File: src/rtl/seq_mul_ctrl.sv
// Sequencing controller for an 8x8 shift-add multiplier datapath: operand/result handshakes, clear and add-enable drive.
// Optional zero-operand shortcut enabled by defining SEQ_MUL_ZERO_BYPASS_EN.
module seq_mul_ctrl #(
    parameter int WIDTH = 8,
    parameter int CNT_W = 3
) (
    input  logic               clk,
    input  logic               reset,
    input  logic               op_valid,
    output logic               op_ready,
    input  logic [WIDTH-1:0]   op_a,
    input  logic [WIDTH-1:0]   op_b,
    output logic [WIDTH-1:0]   dp_mul,
    output logic               dp_test,
    output logic               dp_clr,
    input  logic [2*WIDTH-1:0] dp_prod,
    output logic               res_valid,
    input  logic               res_ready,
    output logic [2*WIDTH-1:0] res_data,
    output logic               busy
);

    typedef enum logic [2:0] {IDLE, CLEAR, RUN, CAPT, DONE} state_t;

    state_t           state, state_nxt;
    logic [WIDTH-1:0] a_reg;
    logic [WIDTH-1:0] b_sh;
    logic [CNT_W-1:0] cnt;
    logic             accept;
    logic             last_iter;

    assign accept    = op_valid && (state == IDLE);
    assign last_iter = (cnt == CNT_W'(WIDTH - 1));

`ifdef SEQ_MUL_ZERO_BYPASS_EN
    logic zero_op;
    assign zero_op = (op_a == '0) || (op_b == '0);
`endif

    // NOTE: every variable assigned here gets a default first, so no path leaves it unassigned and no latch is inferred.
    always_comb begin
        state_nxt = state;
        case (state)
            IDLE: begin
                if (accept) begin
`ifdef SEQ_MUL_ZERO_BYPASS_EN
                    state_nxt = zero_op ? DONE : CLEAR;
`else
                    state_nxt = CLEAR;
`endif
                end
            end
            CLEAR:   state_nxt = RUN;
            RUN:     if (last_iter) state_nxt = CAPT;
            CAPT:    state_nxt = DONE;
            DONE:    if (res_ready) state_nxt = IDLE;
            default: state_nxt = IDLE;
        endcase
    end

    // NOTE: sequential state uses non-blocking assignments so all registers update from pre-edge values.
    always_ff @(posedge clk or negedge reset) begin
        if (!reset) begin
            state <= IDLE;
        end else begin
            state <= state_nxt;
        end
    end

    always_ff @(posedge clk or negedge reset) begin
        if (!reset) begin
            a_reg    <= '0;
            b_sh     <= '0;
            cnt      <= '0;
            res_data <= '0;
        end else begin
            case (state)
                IDLE: begin
                    if (accept) begin
                        a_reg <= op_a;
                        b_sh  <= op_b;
                        cnt   <= '0;
`ifdef SEQ_MUL_ZERO_BYPASS_EN
                        if (zero_op) res_data <= '0;
`endif
                    end
                end
                RUN: begin
                    b_sh <= b_sh >> 1;
                    cnt  <= last_iter ? '0 : cnt + CNT_W'(1);
                end
                // dp_prod is only trusted here: the datapath keeps shifting in every other state.
                CAPT:    res_data <= dp_prod;
                default: ;
            endcase
        end
    end

    // Handshake and datapath controls decode straight from state, so reset drops them immediately.
    assign op_ready  = (state == IDLE);
    assign busy      = (state != IDLE);
    assign dp_clr    = (state == CLEAR);
    assign dp_test   = (state == RUN) && b_sh[0];
    assign res_valid = (state == DONE);
    assign dp_mul    = a_reg;

endmodule

File: config.mk
export PLATFORM = sky130hd
export DESIGN_NAME = seq_mul_ctrl
export DESIGN_NICKNAME = d
export VERILOG_FILES = /design/src/rtl/seq_mul_ctrl.sv
export SDC_FILE = /design/constraint.sdc
export NUM_CORES = 1
export LEC_CHECK = 0
export CAP_MARGIN = 10
export CORE_UTILIZATION = 38
export DETAILED_ROUTE_END_ITERATION = 7
export PLACE_DENSITY = 0.77
export RECOVER_POWER = 50
export SLEW_MARGIN = 20
export SYNTH_ARGS = -nofsm -noshare
export SYNTH_HDL_FRONTEND = slang
export SYNTH_SLANG_ARGS = --single-unit
File: constraint.sdc
create_clock -name clk -period 1.82 [get_ports clk]
set_clock_uncertainty 0.15 [all_clocks]
set_input_delay 0.364 -clock clk [delete_from_list [all_inputs] [get_ports clk]]
set_output_delay 0.364 -clock clk [all_outputs]
set_load 0.005 [all_outputs]
==> metrics.md, run 1 <==
| Metric | Value |
|---|---|
| Result of the run | complete, but fails checks |
| Failing checks | setup timing |
| Crit Path Max Fanout | 5 |
| Final nets | approximately 240 |
| Final count of hold timing violations | 0 |
| Ys flop type | dfrtp_1 |
| Final weighted congestion in routability-driven placement | between 0.8 and 0.9 |
| Final setup violation count | 5 |
| Critical-path cell list | buf_6 > buf_6 > buf_6 > nor4b_4 > buf_4 > clkbuf_16 > mux2_4 |
| Routed wire length | just over 4000 um |
| EDFF count, synth | 0 |
| Worst path setup slack after routing | -0.04502 ns |
| DRC marker count from the first detailed-route iteration | 49 |
| Post-Syn Nets | between 150 and 200 |
| Proportion of layout cells with a drive suffix above 1 | 37.07% |
| Cell family with most CP delay | buffers and inverters |
| Number of H-tree levels | 2 |
| Cell count after synthesis | 118 |
| Crit path launch type | register |
| Root buffer cell | clkbuf_8 |
| Initial Utilization | 39.57% |
| Most frequent cell on the critical path | buf_6 |
| Path type of the worst min-delay path | reg2reg |
| First-pass iteration count of the detailed router | 4 |
| Number of ports placed on the die boundary | 65 |
| Area share of the largest cell type after synthesis | 60.08% |
| Total number of clock tree sinks | 38 |
| Total Die Area | about 0.0044 sq mm |
| Largest net degree at the start of global routing | 22 |
| CTS Buf Count | 5 |
| Aggregate negative setup slack | -0.1626 ns |
| Min cycle time layout | ~1.9 ns |
| Clock slew seen by the registers of the worst setup and hold paths | ~0.07 ns |
| Post-DR vias/cell | 5.078 |
| Number of vias after detailed routing | 1,295 |
| Antenna diodes | 0 |
| Library cell occupying the most area in the post-synthesis netlist | dfrtp_1 |
| TritonCTS clock tree | built |
| Average detailed-routed wire length per instance | roughly 16 um |
| Synth Register Bits | 38 |
| Highest achievable clock rate | 0.5362 GHz |
| Transition time of the tightest slew-check pin | 0.5160 ns |
| Crit path buffers/inverters | 5 |
| Post-synthesis instance area | 0.001583 sq mm |
| Number of filler instances in the final layout | 283 |
| Most common cell in the netlist | dfrtp_1 |
| Area overhead of the layout relative to synthesis | 66.64% |
| Max-cap check violation count | 0 |
| Highest cell delay on the worst timing path | 0.41 ns |
| Detailed Place HPWL | 2773 um |
| Cell leakage power | 1.193 nW |
| Distinct cell type count after synthesis | 27 |
| Cells taking the most area after synthesis | dfrtp_1, mux2_2, a22oi_1 |
| Share of the clock period used by the worst path after layout | 102.5% |
| Avg Inst Size Synth | 13.41 sq um |
| Number of warning messages in the yosys log | 0 |
| Site row count | 23 |
| Number of global-route vias before repair | between 1,000 and 1,500 |
| Initial antenna violation count | 0 |
| Critical Path AT | ~1.9 ns |
| First-pass GRT wire length | 6534 um |
| Antenna Violating Nets Remaining | 0 |
| Worst Setup End Kind | register |
| Skew-Pair Late Insertion Delay | 0.28 ns |
| Total placed cells including tap cells | 236 |
| Most instantiated cells after synthesis | dfrtp_1, mux2_2, nand2_1 |
| Worst Path Class, Setup | reg2reg |
| Height of the die | 66.54 um |
| Grt ovf | 0 |
| CORE AREA | between 0.004 and 0.005 sq mm |
| Cell area power density | between 1500 and 2000 mW/mm^2 |
| Total global-route track usage | 20.18% |
| Setup repair after global routing missed its margin | yes |
| Part of the Yosys area used for sequential elements | ~60% |
| Clock Tree Buf Depth | 2 |
| Chip Width | 66.54 um |
| Final slew viol count | 0 |
| Number of input and output port buffers inserted | 64 |
| Post-route non-filler standard cell count | 255 |
| Worst supply voltage drop on vdd | between 0.0009 and 0.001 V |
| Fraction of registers with async set or reset after synthesis | between 90% and 100% |
| Headroom to the max-slew limit | 65.60% |
| Setup slack at placement | -0.2139 ns |
| CP required | 1.84 ns |
| DRC viols | 0 |
| Critical path's slowest cell | dfrtp_1 |
## logic make-up (layout without fill, tap and decap cells)
logic type,Yosys count,after routing,synth area share (%)
buffers and inverters,11,98,4.189
muxes,25,25,17.71
AOI/OAI and AO/OA,12,12,5.454
DFF,38,38,60.08
adders and majority gates,2,2,1.581
and+or+nand+nor,30,30,10.99
## where the power goes
| part | internal (W) | switching, W | total [W] |
|---|---|---|---|
| sequential | 0.00127 | 0.000247 | 0.00151 |
| combinational | 0.00151 | 0.000863 | 0.00237 |
| clock | 0.000305 | 0.000275 | 0.000581 |
| total | 0.00308 | 0.00139 | 0.00446 |
## cells in the final DEF, fill, tap and decap left out, types with 2 or more instances in the layout
| master | Yosys | final |
|---|---|---|
| nor3_1 | 4 | 3 |
| nand2_1 | 8 | 7 |
| nor2_1 | 4 | 3 |
| dfrtp_1 | 38 | 38 |
| a22oi_1 | 5 | 4 |
| buf_6 | 3 | 6 |
| mux2_2 | 24 | 16 |
| clkbuf_2 | 0 | 2 |
| mux2_4 | 0 | 8 |
| ha_1 | 2 | 2 |
| clkbuf_8 | 0 | 6 |
| buf_4 | 0 | 13 |
| clkdlybuf4s50_1 | 0 | 56 |
| o22ai_2 | 0 | 2 |
| nand3_2 | 0 | 4 |
| buf_2 | 2 | 4 |
| dlygate4sd3_1 | 0 | 3 |
| inv_1 | 3 | 2 |
## final timing paths
path	startpoint	to	slack (ns)	cells after the start
hold reg to reg	cnt[1]$_DFFE_PN0P_	cnt[1]$_DFFE_PN0P_	0.35	1
setup / recovery	state[1]$_DFFE_PN0P_	dp_mul[5]$_DFFE_PN0P_	-0.05	7
setup reg to reg	state[1]$_DFFE_PN0P_	dp_mul[5]$_DFFE_PN0P_	-0.05	7
min in group asynchronous	reset	b_sh[5]$_DFFE_PN0P_	0.42	2
max in group asynchronous	reset	res_data[5]$_DFFE_PN0P_	0.24	3
hold / removal	cnt[1]$_DFFE_PN0P_	cnt[1]$_DFFE_PN0P_	0.35	1
## registers in the layout, indices dropped and copies added, names as in the netlist
name and cells:
b_sh 8, dp_mul 8, state 3, cnt 3, res_data 16
## layer usage
layer	track usage [%]	part of all wire [%]	vias up
met4	7.181	1.6	0
met3	7.534	6.4	6
met5	0	0	-
met1	21.96	37	656
met2	35.48	55	48
li1	-	-	585
## final cells by class
cell class	count	area [sq um]	share of cell area [%]
multi-input cells	69	675.6	25.62
flip-flops and latches	38	950.9	36.05
well taps	50	62.56	2.372
clock inverters	1	5.005	0.1898
inverters	3	11.26	0.4269
clock buffers	7	86.33	3.273
repair buffers	87	845.8	32.07
## stage by stage
stage          util, %  instance area (sq um)  hold slack [ns]  power, W
2_1_floorplan        -                   1583         -0.08159  0.002380
4_1_cts          65.56                   2623           0.3511  0.004416
3_3_place_gp     58.84                   2354           0.1755  0.003338
3_5_place_dp     58.84                   2354           0.1816  0.003464
5_1_grt          65.94                   2638           0.3706  0.004733
6_report         65.94                   2638           0.3505  0.004464
## what timing repair did
action	in CTS	in global routing
endpoints found under the setup margin	8	22
gates cloned	1	0
pin swaps	4	14
setup buffers	11	1
gates resized for setup	41	14
hold buffers	1	0
hold endpoints to repair	17	0
Note: power is estimated with default switching activity, not from simulation.
==> run 2, diff against run 1 <==
Settings changed: CAP_MARGIN 10 to unset, HOLD_SLACK_MARGIN set to 0.05.
==> results of run 2 <==
No change in the layout: final DEF, timing and power equal those of run 1.
